==> src/rtl/cache_axi_arbiter_pkg.sv <==
// ---------------------------------------------------------------------------
// cache_axi_arbiter_pkg
// Shared AXI4 types and constants for the cache-to-AXI arbiter.
//   axi_m_t : everything the master drives (AR*, RREADY, AW*, W*, BREADY)
//   axi_s_t : everything the slave drives (ARREADY, R*, AWREADY, WREADY, B*)
//   rd_state_e / wr_state_e : read and write sequencer states
//   same_word() : compares two byte addresses at 32-bit word granularity
// ---------------------------------------------------------------------------
package cache_axi_arbiter_pkg;

  localparam int         AXI_ID_W       = 4;
  localparam logic [2:0] AXI_SIZE_4B    = 3'b010;
  localparam logic [1:0] AXI_BURST_INCR = 2'b01;

  typedef enum logic [1:0] {
    R_IDLE = 2'd0,
    R_AR   = 2'd1,
    R_DATA = 2'd2
  } rd_state_e;

  typedef enum logic [1:0] {
    W_IDLE = 2'd0,
    W_AW_W = 2'd1,
    W_B    = 2'd2
  } wr_state_e;

  typedef struct packed {
    logic [AXI_ID_W-1:0] arid;
    logic [31:0]         araddr;
    logic [7:0]          arlen;
    logic [2:0]          arsize;
    logic [1:0]          arburst;
    logic                arlock;
    logic [3:0]          arcache;
    logic [2:0]          arprot;
    logic [3:0]          arqos;
    logic                arvalid;
    logic                rready;
    logic [AXI_ID_W-1:0] awid;
    logic [31:0]         awaddr;
    logic [7:0]          awlen;
    logic [2:0]          awsize;
    logic [1:0]          awburst;
    logic                awlock;
    logic [3:0]          awcache;
    logic [2:0]          awprot;
    logic [3:0]          awqos;
    logic                awvalid;
    logic [31:0]         wdata;
    logic [3:0]          wstrb;
    logic                wlast;
    logic                wvalid;
    logic                bready;
  } axi_m_t;

  typedef struct packed {
    logic                arready;
    logic [AXI_ID_W-1:0] rid;
    logic [31:0]         rdata;
    logic [1:0]          rresp;
    logic                rlast;
    logic                rvalid;
    logic                awready;
    logic                wready;
    logic [AXI_ID_W-1:0] bid;
    logic [1:0]          bresp;
    logic                bvalid;
  } axi_s_t;

  // True when both byte addresses fall in the same 32-bit word.
  function automatic logic same_word(input logic [31:0] a, input logic [31:0] b);
    return (a[31:2] == b[31:2]);
  endfunction

endpackage

==> src/rtl/cache_axi_arbiter_if.sv <==
// ---------------------------------------------------------------------------
// cache_axi_arbiter_if
// AXI4 master-port bundle between the arbiter and the top-level AXI wrapper.
//   axi_m_o : master-driven channel signals
//   axi_s_i : slave-driven channel signals
// Modports: master (arbiter side), slave (wrapper / memory model side).
// ---------------------------------------------------------------------------
interface cache_axi_arbiter_if;
  import cache_axi_arbiter_pkg::*;

  axi_m_t axi_m_o;
  axi_s_t axi_s_i;

  modport master (output axi_m_o, input axi_s_i);
  modport slave  (input axi_m_o, output axi_s_i);
endinterface

==> src/rtl/cache_axi_arbiter.sv <==
// ---------------------------------------------------------------------------
// cache_axi_arbiter
// Shares one AXI4 master port between I-cache refill, D-cache refill and the
// D-cache write-through path. One read and one write may be in flight at
// once; a data read to a word with a pending write is held back.
// Ports:
//   clk, resetn             clock, asynchronous active-low reset
//   i_req/i_addr/i_len      inst refill request, i_gnt one-cycle capture pulse
//   d_req/d_addr/d_len      data refill request, d_gnt one-cycle capture pulse
//   rd_valid/data/last/owner  read beats forwarded from R (owner 0 inst, 1 data)
//   w_req/w_addr/w_data/w_strb  write-through request, w_gnt capture pulse
//   w_done                  one-cycle pulse on the B handshake
//   axi                     AXI4 master port (master modport)
// ---------------------------------------------------------------------------
module cache_axi_arbiter
  import cache_axi_arbiter_pkg::*;
#(
  parameter int   LEN_W   = 4,
  parameter logic RR_INIT = 1'b0
) (
  input  logic              clk,
  input  logic              resetn,
  input  logic              i_req,
  input  logic [31:0]       i_addr,
  input  logic [LEN_W-1:0]  i_len,
  output logic              i_gnt,
  input  logic              d_req,
  input  logic [31:0]       d_addr,
  input  logic [LEN_W-1:0]  d_len,
  output logic              d_gnt,
  output logic              rd_valid,
  output logic [31:0]       rd_data,
  output logic              rd_last,
  output logic              rd_owner,
  input  logic              w_req,
  input  logic [31:0]       w_addr,
  input  logic [31:0]       w_data,
  input  logic [3:0]        w_strb,
  output logic              w_gnt,
  output logic              w_done,
  cache_axi_arbiter_if.master axi
);

  rd_state_e        r_state_r;
  logic             rr_ptr_r;      // 0: data has priority on a tie, 1: inst
  logic [31:0]      ar_addr_r;
  logic [LEN_W-1:0] ar_len_r;
  logic             arvalid_r;
  logic             rd_owner_r;
  logic             i_gnt_r;
  logic             d_gnt_r;

  wr_state_e        w_state_r;
  logic [31:0]      w_addr_r;
  logic [31:0]      w_data_r;
  logic [3:0]       w_strb_r;
  logic             awvalid_r;
  logic             wvalid_r;
  logic             bready_r;
  logic             w_gnt_r;
  logic             w_done_r;

  logic             raw_busy_s;
  logic             raw_new_s;
  logic             d_elig_s;
  logic             pick_d_s;
  logic             pick_i_s;
  logic             aw_ok_s;
  logic             w_ok_s;
  axi_m_t           m_s;
  logic             unused_ok_s;

  // A data read may not overtake a write to the same word, whether that
  // write is already latched or is being captured this very cycle.
  assign raw_busy_s = (w_state_r != W_IDLE) && same_word(d_addr, w_addr_r);
  assign raw_new_s  = w_req && same_word(d_addr, w_addr);
  assign d_elig_s   = d_req && !raw_busy_s && !raw_new_s;

  // Round-robin pick: data wins when alone or when it holds priority.
  assign pick_d_s   = d_elig_s && (!i_req || (rr_ptr_r == 1'b0));
  assign pick_i_s   = i_req && !pick_d_s;

  // Each write handshake counts as done once it has happened or happens now.
  assign aw_ok_s    = !awvalid_r || axi.axi_s_i.awready;
  assign w_ok_s     = !wvalid_r  || axi.axi_s_i.wready;

  // Read sequencer: arbitration, AR issue and burst tracking.
  always_ff @(posedge clk or negedge resetn) begin
    if (!resetn) begin
      r_state_r  <= R_IDLE;
      rr_ptr_r   <= RR_INIT;
      ar_addr_r  <= 32'h0000_0000;
      ar_len_r   <= '0;
      arvalid_r  <= 1'b0;
      rd_owner_r <= 1'b0;
      i_gnt_r    <= 1'b0;
      d_gnt_r    <= 1'b0;
    end else begin
      i_gnt_r <= 1'b0;
      d_gnt_r <= 1'b0;
      case (r_state_r)
        R_IDLE: begin
          if (pick_i_s || pick_d_s) begin
            r_state_r  <= R_AR;
            arvalid_r  <= 1'b1;
            ar_addr_r  <= pick_d_s ? d_addr : i_addr;
            ar_len_r   <= pick_d_s ? d_len : i_len;
            rd_owner_r <= pick_d_s;
            i_gnt_r    <= pick_i_s;
            d_gnt_r    <= pick_d_s;
            // Priority passes to the requester that just lost.
            rr_ptr_r   <= pick_d_s;
          end
        end
        R_AR: begin
          if (axi.axi_s_i.arready) begin
            arvalid_r <= 1'b0;
            r_state_r <= R_DATA;
          end
        end
        R_DATA: begin
          if (axi.axi_s_i.rvalid && axi.axi_s_i.rlast) begin
            r_state_r <= R_IDLE;
          end
        end
        default: begin
          r_state_r <= R_IDLE;
          arvalid_r <= 1'b0;
        end
      endcase
    end
  end

  // Write sequencer: capture, independent AW/W handshakes, then B.
  always_ff @(posedge clk or negedge resetn) begin
    if (!resetn) begin
      w_state_r <= W_IDLE;
      w_addr_r  <= 32'h0000_0000;
      w_data_r  <= 32'h0000_0000;
      w_strb_r  <= 4'h0;
      awvalid_r <= 1'b0;
      wvalid_r  <= 1'b0;
      bready_r  <= 1'b0;
      w_gnt_r   <= 1'b0;
      w_done_r  <= 1'b0;
    end else begin
      w_gnt_r  <= 1'b0;
      w_done_r <= 1'b0;
      case (w_state_r)
        W_IDLE: begin
          if (w_req) begin
            w_state_r <= W_AW_W;
            w_addr_r  <= w_addr;
            w_data_r  <= w_data;
            w_strb_r  <= w_strb;
            awvalid_r <= 1'b1;
            wvalid_r  <= 1'b1;
            w_gnt_r   <= 1'b1;
          end
        end
        W_AW_W: begin
          if (axi.axi_s_i.awready) begin
            awvalid_r <= 1'b0;
          end
          if (axi.axi_s_i.wready) begin
            wvalid_r <= 1'b0;
          end
          if (aw_ok_s && w_ok_s) begin
            w_state_r <= W_B;
            bready_r  <= 1'b1;
          end
        end
        W_B: begin
          if (axi.axi_s_i.bvalid) begin
            bready_r  <= 1'b0;
            w_done_r  <= 1'b1;
            w_state_r <= W_IDLE;
          end
        end
        default: begin
          w_state_r <= W_IDLE;
          awvalid_r <= 1'b0;
          wvalid_r  <= 1'b0;
          bready_r  <= 1'b0;
        end
      endcase
    end
  end

  // Assemble the master-side AXI bundle; fixed fields are tied off here.
  always_comb begin
    m_s         = '0;
    m_s.arid    = '0;
    m_s.araddr  = ar_addr_r;
    m_s.arlen   = 8'(ar_len_r);
    m_s.arsize  = AXI_SIZE_4B;
    m_s.arburst = AXI_BURST_INCR;
    m_s.arvalid = arvalid_r;
    m_s.rready  = (r_state_r == R_DATA);
    m_s.awid    = '0;
    m_s.awaddr  = w_addr_r;
    m_s.awlen   = 8'd0;
    m_s.awsize  = AXI_SIZE_4B;
    m_s.awburst = AXI_BURST_INCR;
    m_s.awvalid = awvalid_r;
    m_s.wdata   = w_data_r;
    m_s.wstrb   = w_strb_r;
    m_s.wlast   = 1'b1;
    m_s.wvalid  = wvalid_r;
    m_s.bready  = bready_r;
  end

  assign axi.axi_m_o = m_s;

  // Read beats are forwarded with no added latency.
  assign rd_valid = axi.axi_s_i.rvalid && (r_state_r == R_DATA);
  assign rd_data  = axi.axi_s_i.rdata;
  assign rd_last  = axi.axi_s_i.rlast;
  assign rd_owner = rd_owner_r;

  assign i_gnt  = i_gnt_r;
  assign d_gnt  = d_gnt_r;
  assign w_gnt  = w_gnt_r;
  assign w_done = w_done_r;

  // IDs and responses are not used: single-ID master, BRESP/RRESP ignored.
  assign unused_ok_s = ^{axi.axi_s_i.rid, axi.axi_s_i.rresp,
                         axi.axi_s_i.bid, axi.axi_s_i.bresp};

endmodule

==> src/flat_wrapper.sv <==
// flat-port wrapper written by rule: the top's interface ports become plain ports
module cache_axi_arbiter_flat import cache_axi_arbiter_pkg::*;
#(
  parameter int   LEN_W   = 4,
  parameter logic RR_INIT = 1'b0
)
  (clk, resetn, i_req, i_addr, i_len, i_gnt, d_req, d_addr, d_len, d_gnt, rd_valid, rd_data, rd_last, rd_owner, w_req, w_addr, w_data, w_strb, w_gnt, w_done, axi_axi_m_o, axi_axi_s_i);
  cache_axi_arbiter_if axi_i ();
  input  logic clk;
  input  logic resetn;
  input  logic i_req;
  input  logic [31:0] i_addr;
  input  logic [LEN_W-1:0] i_len;
  output logic i_gnt;
  input  logic d_req;
  input  logic [31:0] d_addr;
  input  logic [LEN_W-1:0] d_len;
  output logic d_gnt;
  output logic rd_valid;
  output logic [31:0] rd_data;
  output logic rd_last;
  output logic rd_owner;
  input  logic w_req;
  input  logic [31:0] w_addr;
  input  logic [31:0] w_data;
  input  logic [3:0] w_strb;
  output logic w_gnt;
  output logic w_done;
  output wire logic [$bits(axi_i.axi_m_o)-1:0] axi_axi_m_o;
  input wire logic [$bits(axi_i.axi_s_i)-1:0] axi_axi_s_i;
  assign axi_axi_m_o = axi_i.axi_m_o;
  assign axi_i.axi_s_i = axi_axi_s_i;
  cache_axi_arbiter #(.LEN_W(LEN_W), .RR_INIT(RR_INIT)) u_core (.clk(clk), .resetn(resetn), .i_req(i_req), .i_addr(i_addr), .i_len(i_len), .i_gnt(i_gnt), .d_req(d_req), .d_addr(d_addr), .d_len(d_len), .d_gnt(d_gnt), .rd_valid(rd_valid), .rd_data(rd_data), .rd_last(rd_last), .rd_owner(rd_owner), .w_req(w_req), .w_addr(w_addr), .w_data(w_data), .w_strb(w_strb), .w_gnt(w_gnt), .w_done(w_done), .axi(axi_i));
endmodule
==> config.mk <==
export PLATFORM = sky130hd
export DESIGN_NAME = cache_axi_arbiter_flat
export DESIGN_NICKNAME = d
export VERILOG_FILES = /design/src/rtl/cache_axi_arbiter_pkg.sv /design/src/rtl/cache_axi_arbiter_if.sv /design/src/rtl/cache_axi_arbiter.sv /design/src/flat_wrapper.sv
export SDC_FILE = /design/constraint.sdc
export NUM_CORES = 1
export LEC_CHECK = 0
export BUFFER_PORTS_ARGS = -buffer_cell sky130_fd_sc_hd__buf_4
export CAP_MARGIN = 20
export CORE_AREA = 2 2 155 157
export CTS_CLUSTER_DIAMETER = 80
export DETAILED_ROUTE_END_ITERATION = 8
export DIE_AREA = 0 0 157 159
export MAX_ROUTING_LAYER = met4
export PLACE_DENSITY = 0.67
export SYNTH_ARGS = -nofsm -noshare
export SYNTH_HDL_FRONTEND = slang
export SYNTH_SLANG_ARGS = --single-unit
==> constraint.sdc <==
create_clock -name clk -period 2.1 [get_ports clk]
set_input_delay 0.42 -clock clk [delete_from_list [all_inputs] [get_ports clk]]
set_output_delay 0.42 -clock clk [all_outputs]
set_load 0.1 [all_outputs]
== Word-level counts from Yosys, hierarchy flattened ==
Index checks and enable logic that the tools add are counted.

* Flip-flop bits (word level): 117
* Memories: 0
* Output and inout port bits: 203
* Logic and storage cells: 93
* ROM bits: 0
* Latch bits: 0
* RAM bits: 0
* Bits of input ports: 195

* Mux-type cells: 29
* $add $sub $neg: 0
* Multipliers: 0
* Shifts and indexed selects: 0
* Equality and inequality tests: 14
* Reductions and logical operators: 30
* Order comparisons: 0
* Divide/modulo/power cells: 0
* Bitwise logic cells: 4

{| class="wikitable"
|+ Operator list
! kind !! count
|-
| 30-bit == test || 2
|-
| 32-bit 2-to-1 mux || 1
|-
| 3-bit AND reduction || 6
|-
| 1-bit 2-to-1 mux || 15
|-
| 2-bit 2-to-1 mux || 6
|-
| 1-bit one-hot mux with 3 select lines || 4
|-
| 2-bit one-hot mux with 3 select lines || 2
|-
| 2-bit != test, second input constant || 5
|-
| 1-bit logical AND || 9
|-
| 1-bit zero test || 6
|-
| 2-bit by 1-bit != test with 1-bit output, second input constant || 3
|-
| 2-bit by 1-bit == test with 1-bit output, second input constant || 2
|-
| 2-bit == test, second input constant || 2
|-
| 2-bit zero test || 2
|-
| 1-bit logical OR || 4
|-
| 4-bit 2-to-1 mux || 1
|-
| 1-bit inverter || 4
|-
| 2-bit AND reduction || 2
|-
| 2-bit nonzero test || 1
|}

== Depth between registers and ports, before layout ==
* Depth after elaboration: 11
* Mapped depth: 8
* Gate-level depth less buffers: 6

== Worst setup path before layout ==
No wires, ideal clock.

* Path type: register to output
* Start: reg u_core.r_state_r[0]
* End: out rd_valid
* Arrival time: 2.732 ns
* Stages on the path, launching flop included: 3
* Required time: 1.680 ns
* Buffers on the path: 0
* Setup slack: -1.052 ns
* Cell sequence: dfrtp_1 > nor2b_1 > and2_1

* Cells in the longest elaborated chain, start to end: 2

{| class="wikitable"
|+ RTL lines
! item !! line !! RTL
|-
| from (decl) || cache_axi_arbiter.sv:44 || <nowiki>rd_state_e r_state_r;</nowiki>
|-
| from (signal assigned) || cache_axi_arbiter.sv:90 || <nowiki>r_state_r <= R_IDLE;</nowiki>
|-
| from (signal assigned) || cache_axi_arbiter.sv:104 || <nowiki>r_state_r <= R_AR;</nowiki>
|-
| from (signal assigned) || cache_axi_arbiter.sv:118 || <nowiki>r_state_r <= R_DATA;</nowiki>
|-
| 2-bit == test || - ||
|-
| net axi_axi_m_o[101] || flat_wrapper.sv:29 || <nowiki>output wire logic [$bits(axi_i.axi_m_o)-1:0] axi_axi_m_o;</nowiki>
|-
| 1-bit logical AND || cache_axi_arbiter.sv:216 || <nowiki>assign rd_valid = axi.axi_s_i.rvalid && (r_state_r == R_DATA);</nowiki>
|-
| to (decl) || flat_wrapper.sv:19 || <nowiki>output logic rd_valid;</nowiki>
|}

The timed path passes the listed nets, and every way through them passes these cells.

== Worst setup path after layout ==
* Start: reg u_core.w_addr_r[21]
* End: reg u_core.ar_addr_r[1]

* Cells in the longest elaborated chain, start to end: 10
* Elaborated cells between the ends (all ways): 11
* Those cells by class: eq/ne (1); mux (1); reduce/logical (9)

{| class="wikitable"
|+ RTL lines
! item !! line !! RTL
|-
| from (decl) || cache_axi_arbiter.sv:54 || <nowiki>logic [31:0] w_addr_r;</nowiki>
|-
| from (signal assigned) || cache_axi_arbiter.sv:153 || <nowiki>w_addr_r <= w_addr;</nowiki>
|-
| 30-bit == test (*) || cache_axi_arbiter_pkg.sv:72 || <nowiki>return (a[31:2] == b[31:2]);</nowiki>
|-
| 1-bit logical AND (*) || cache_axi_arbiter.sv:75 || <nowiki>assign raw_busy_s = (w_state_r != W_IDLE) && same_word(d_addr, w_addr_r);</nowiki>
|-
| 1-bit zero test (*) || cache_axi_arbiter.sv:77 || <nowiki>assign d_elig_s = d_req && !raw_busy_s && !raw_new_s;</nowiki>
|-
| 1-bit logical AND (*) (2 in series) || cache_axi_arbiter.sv:77 ||
|-
| 1-bit logical AND (*) || cache_axi_arbiter.sv:80 || <nowiki>assign pick_d_s = d_elig_s && (!i_req || (rr_ptr_r == 1'b0));</nowiki>
|-
| 1-bit zero test || cache_axi_arbiter.sv:81 || <nowiki>assign pick_i_s = i_req && !pick_d_s;</nowiki>
|-
| 1-bit logical AND || cache_axi_arbiter.sv:81 ||
|-
| 1-bit logical OR || cache_axi_arbiter.sv:103 || <nowiki>if (pick_i_s || pick_d_s) begin</nowiki>
|-
| 2-bit AND reduction (no source line) || - ||
|-
| to (signal assigned) || cache_axi_arbiter.sv:106 || <nowiki>ar_addr_r <= pick_d_s ? d_addr : i_addr;</nowiki>
|-
| to (decl) || cache_axi_arbiter.sv:46 || <nowiki>logic [31:0] ar_addr_r;</nowiki>
|}

Every way passes the cells marked *; elsewhere a longest branch is shown, timed or not.
A chain may end at the register's enable or synchronous reset.

==> results.ini <==
[status]
status = finished, violations left
violations = setup timing

[cts]
cts_root_buffer = clkbuf_16
htreeDepth = 4
cts_sinks = 117
cts_tree = done
clk_path_buf_depth = 2
numCtsBuffers = 17
clkTransAtPathRegs_ns = 0.06
clk_latency_ns = 0.42

[yosys]
synth-edff-count = 0
syn_area_um2 = 6650
yosys.cell_count.top_type = dfrtp_1
synth_area_per_cell_um2 = 10.7
yosys_warnings = 0
yosys.area.top_type_share_pct = 44.0
synthCells = 620
synth-seq-cells = 117
synth_area_leader_cell = dfrtp_1
synth-main-ff-cell = dfrtp_1
yosys-top-cells-area = dfrtp_1, mux2_2, buf_4, xnor2_1, a221oi_2
synth.top_cells.by_count = dfrtp_1, buf_4, mux2_2
ys_async_sr_fraction_pct = 100
synthDistinctLibCells = 37
ys_seq_area_share_pct = 44.0

[setup_path]
end_kind = flop
critPathArrivalTime_ns = 2.45
worstSetupPathType = reg -> reg
r2r_cells = 8
worstPathRequired_ns = 2.39
start_kind = flop
worst-path-max-fanout = 6

[floorplan]
rows = 56
core_area_um2 = 23200
start_util_pct = 28.7
dieArea_um2 = 25000
ios = 398
die_y_um = 159
die_x_um = 157

[drt]
drt_iter0_markers = 238
dr_total_vias = 5535
post-route-drc-count = 0
dr.pass1.iters = 6
via_per_inst = 4.51
wirelength_um = 23400
ant_nets = 0
wl_per_cell_um = 19.0

[global_routing]
first_global_vias = 5750
grt_overflow = 0
grt_pass1_wl_um = 33900
grt_max_degree = 54
antenna_found_initial = 0
grt_usage_pct = 18.8

[final_layout]
drive_gt1_share_pct = 56.0
area_growth_pct = 48.0
num-nets-final = 1091
fin_cells = 1228
diodes = 0
final_util_pct = 42.5

[job]
drv_cap = 0

[timing]
timing.fmax_mhz = 463
setup_viol = 33
slew_headroom_pct = 63.2
timing.final.ws_setup_ns = -0.0618
layout_min_cycle_time_ns = 2.16
hold_violations = 0
rsz0062_at_grt = true
slew_viol_final = 0
clock_skew_ns = 0.0126
tightest_slew_ns = 0.551
min_period_over_period_pct = 103

[place]
dpl.hpwl_um = 17400
gp_congestion = 0.814
dp_cells = 1185
io_buffers = 266

[worst_hold_path]
hold_depth = 2
min_path_type = in -> reg

cell families (layout without fill, tap and decap cells):
logic type | after synthesis | in the layout | share of synthesized area, %
other | 2 | 55 | 0.113
multiplexers | 67 | 67 | 11.3
buffers and inverters | 167 | 400 | 15.2
flip-flops | 117 | 117 | 44.0
XOR/XNOR | 59 | 59 | 7.77
AO/OA/AOI/OAI | 86 | 86 | 11.1
AND/OR/NAND/NOR | 122 | 125 | 10.5
routing by layer:
layer  GRT usage, %  vias to the layer above  part of all wire, %
met3           4.71                       36                  6.7
met5              -                        -                    0
li1               -                     2544                    -
met1           22.8                     2704                   42
met4           5.67                        0                  2.2
met2           30.9                      251                   49
layout make-up:
type                            instances  area [µm²]
Fill cell                            2258       13300
Multi-Input combinational cell        392        3120
Sequential cell                       117        2990
Timing Repair Buffer                  329        2600
Clock buffer                           17         425
Tap cell                              319         399
Clock inverter                         15         164
Inverter                               39         146
worst paths after layout:
path | to | start | slack, ns
worst max register to register | u_core.ar_addr_r[1] | u_core.w_addr_r[21] | -0.06
min in group asynchronous | u_core.awvalid_r | resetn | 0.54
worst min register to register | u_core.w_data_r[25] | u_core.w_data_r[25] | 0.50
max in group asynchronous | u_core.w_data_r[7] | resetn | 0.83
worst max-delay path | u_core.ar_addr_r[1] | u_core.w_addr_r[21] | -0.06
worst min-delay path | u_core.w_addr_r[1] | w_addr[1] | 0.23
sequential cells by signal, indices dropped and copies added, names as in the netlist, 2 cells and up:
signal	flops
u_core.w_strb_r	4
u_core.w_data_r	32
u_core.ar_len_r	4
u_core.w_state_r	2
u_core.w_addr_r	32
u_core.r_state_r	2
u_core.ar_addr_r	32
stage by stage:
stage | hold WS (ns) | TNS (ns) | cell area, µm² | setup slack (ns)
2_1_floorplan | 0.124 | -0.390 | 6930 | -0.0195
3_3_place_gp | 0.438 | -11.76 | 8960 | -0.351
3_5_place_dp | 0.433 | -12.58 | 8960 | -0.392
4_1_cts | 0.213 | -1.90 | 9750 | -0.0775
5_1_grt | 0.214 | -4.61 | 9850 | -0.168
6_report | 0.232 | -1.18 | 9850 | -0.0618
worst max-delay path, stage by stage (launching register included):
cell and delay, ns:
dfrtp_4 0.50, xnor2_4 0.16, nand4_1 0.16, nor4_4 0.34, a41oi_4 0.20, a31oi_4 0.28, buf_6 0.16, clkbuf_16 0.15
a221oi_2 0.06
placed cells by master (no fill, tap or decap), types with 11 or more instances in the layout:
master	count
buf_4	316
dfrtp_1	87
mux2_2	67
conb_1	55
nor2_1	42
inv_1	38
a21oi_1	38
nand3b_1	37
xnor2_1	33
a221oi_2	26
dfrtp_2	20
clkbuf_16	19
xor2_1	16
nand2_1	11
repair_timing:
item,4_1_cts,5_1_grt
gates resized for setup,19,10
setup endpoints to repair,41,41
hold buffers,1,0
buffers inserted,3,2
pin swaps,9,17
hold endpoints to repair,23,0
cloned,3,3
Power is left out: the tool's default activity adds up to more than one toggle a clock period on the data nets, which glitch-free logic cannot reach.
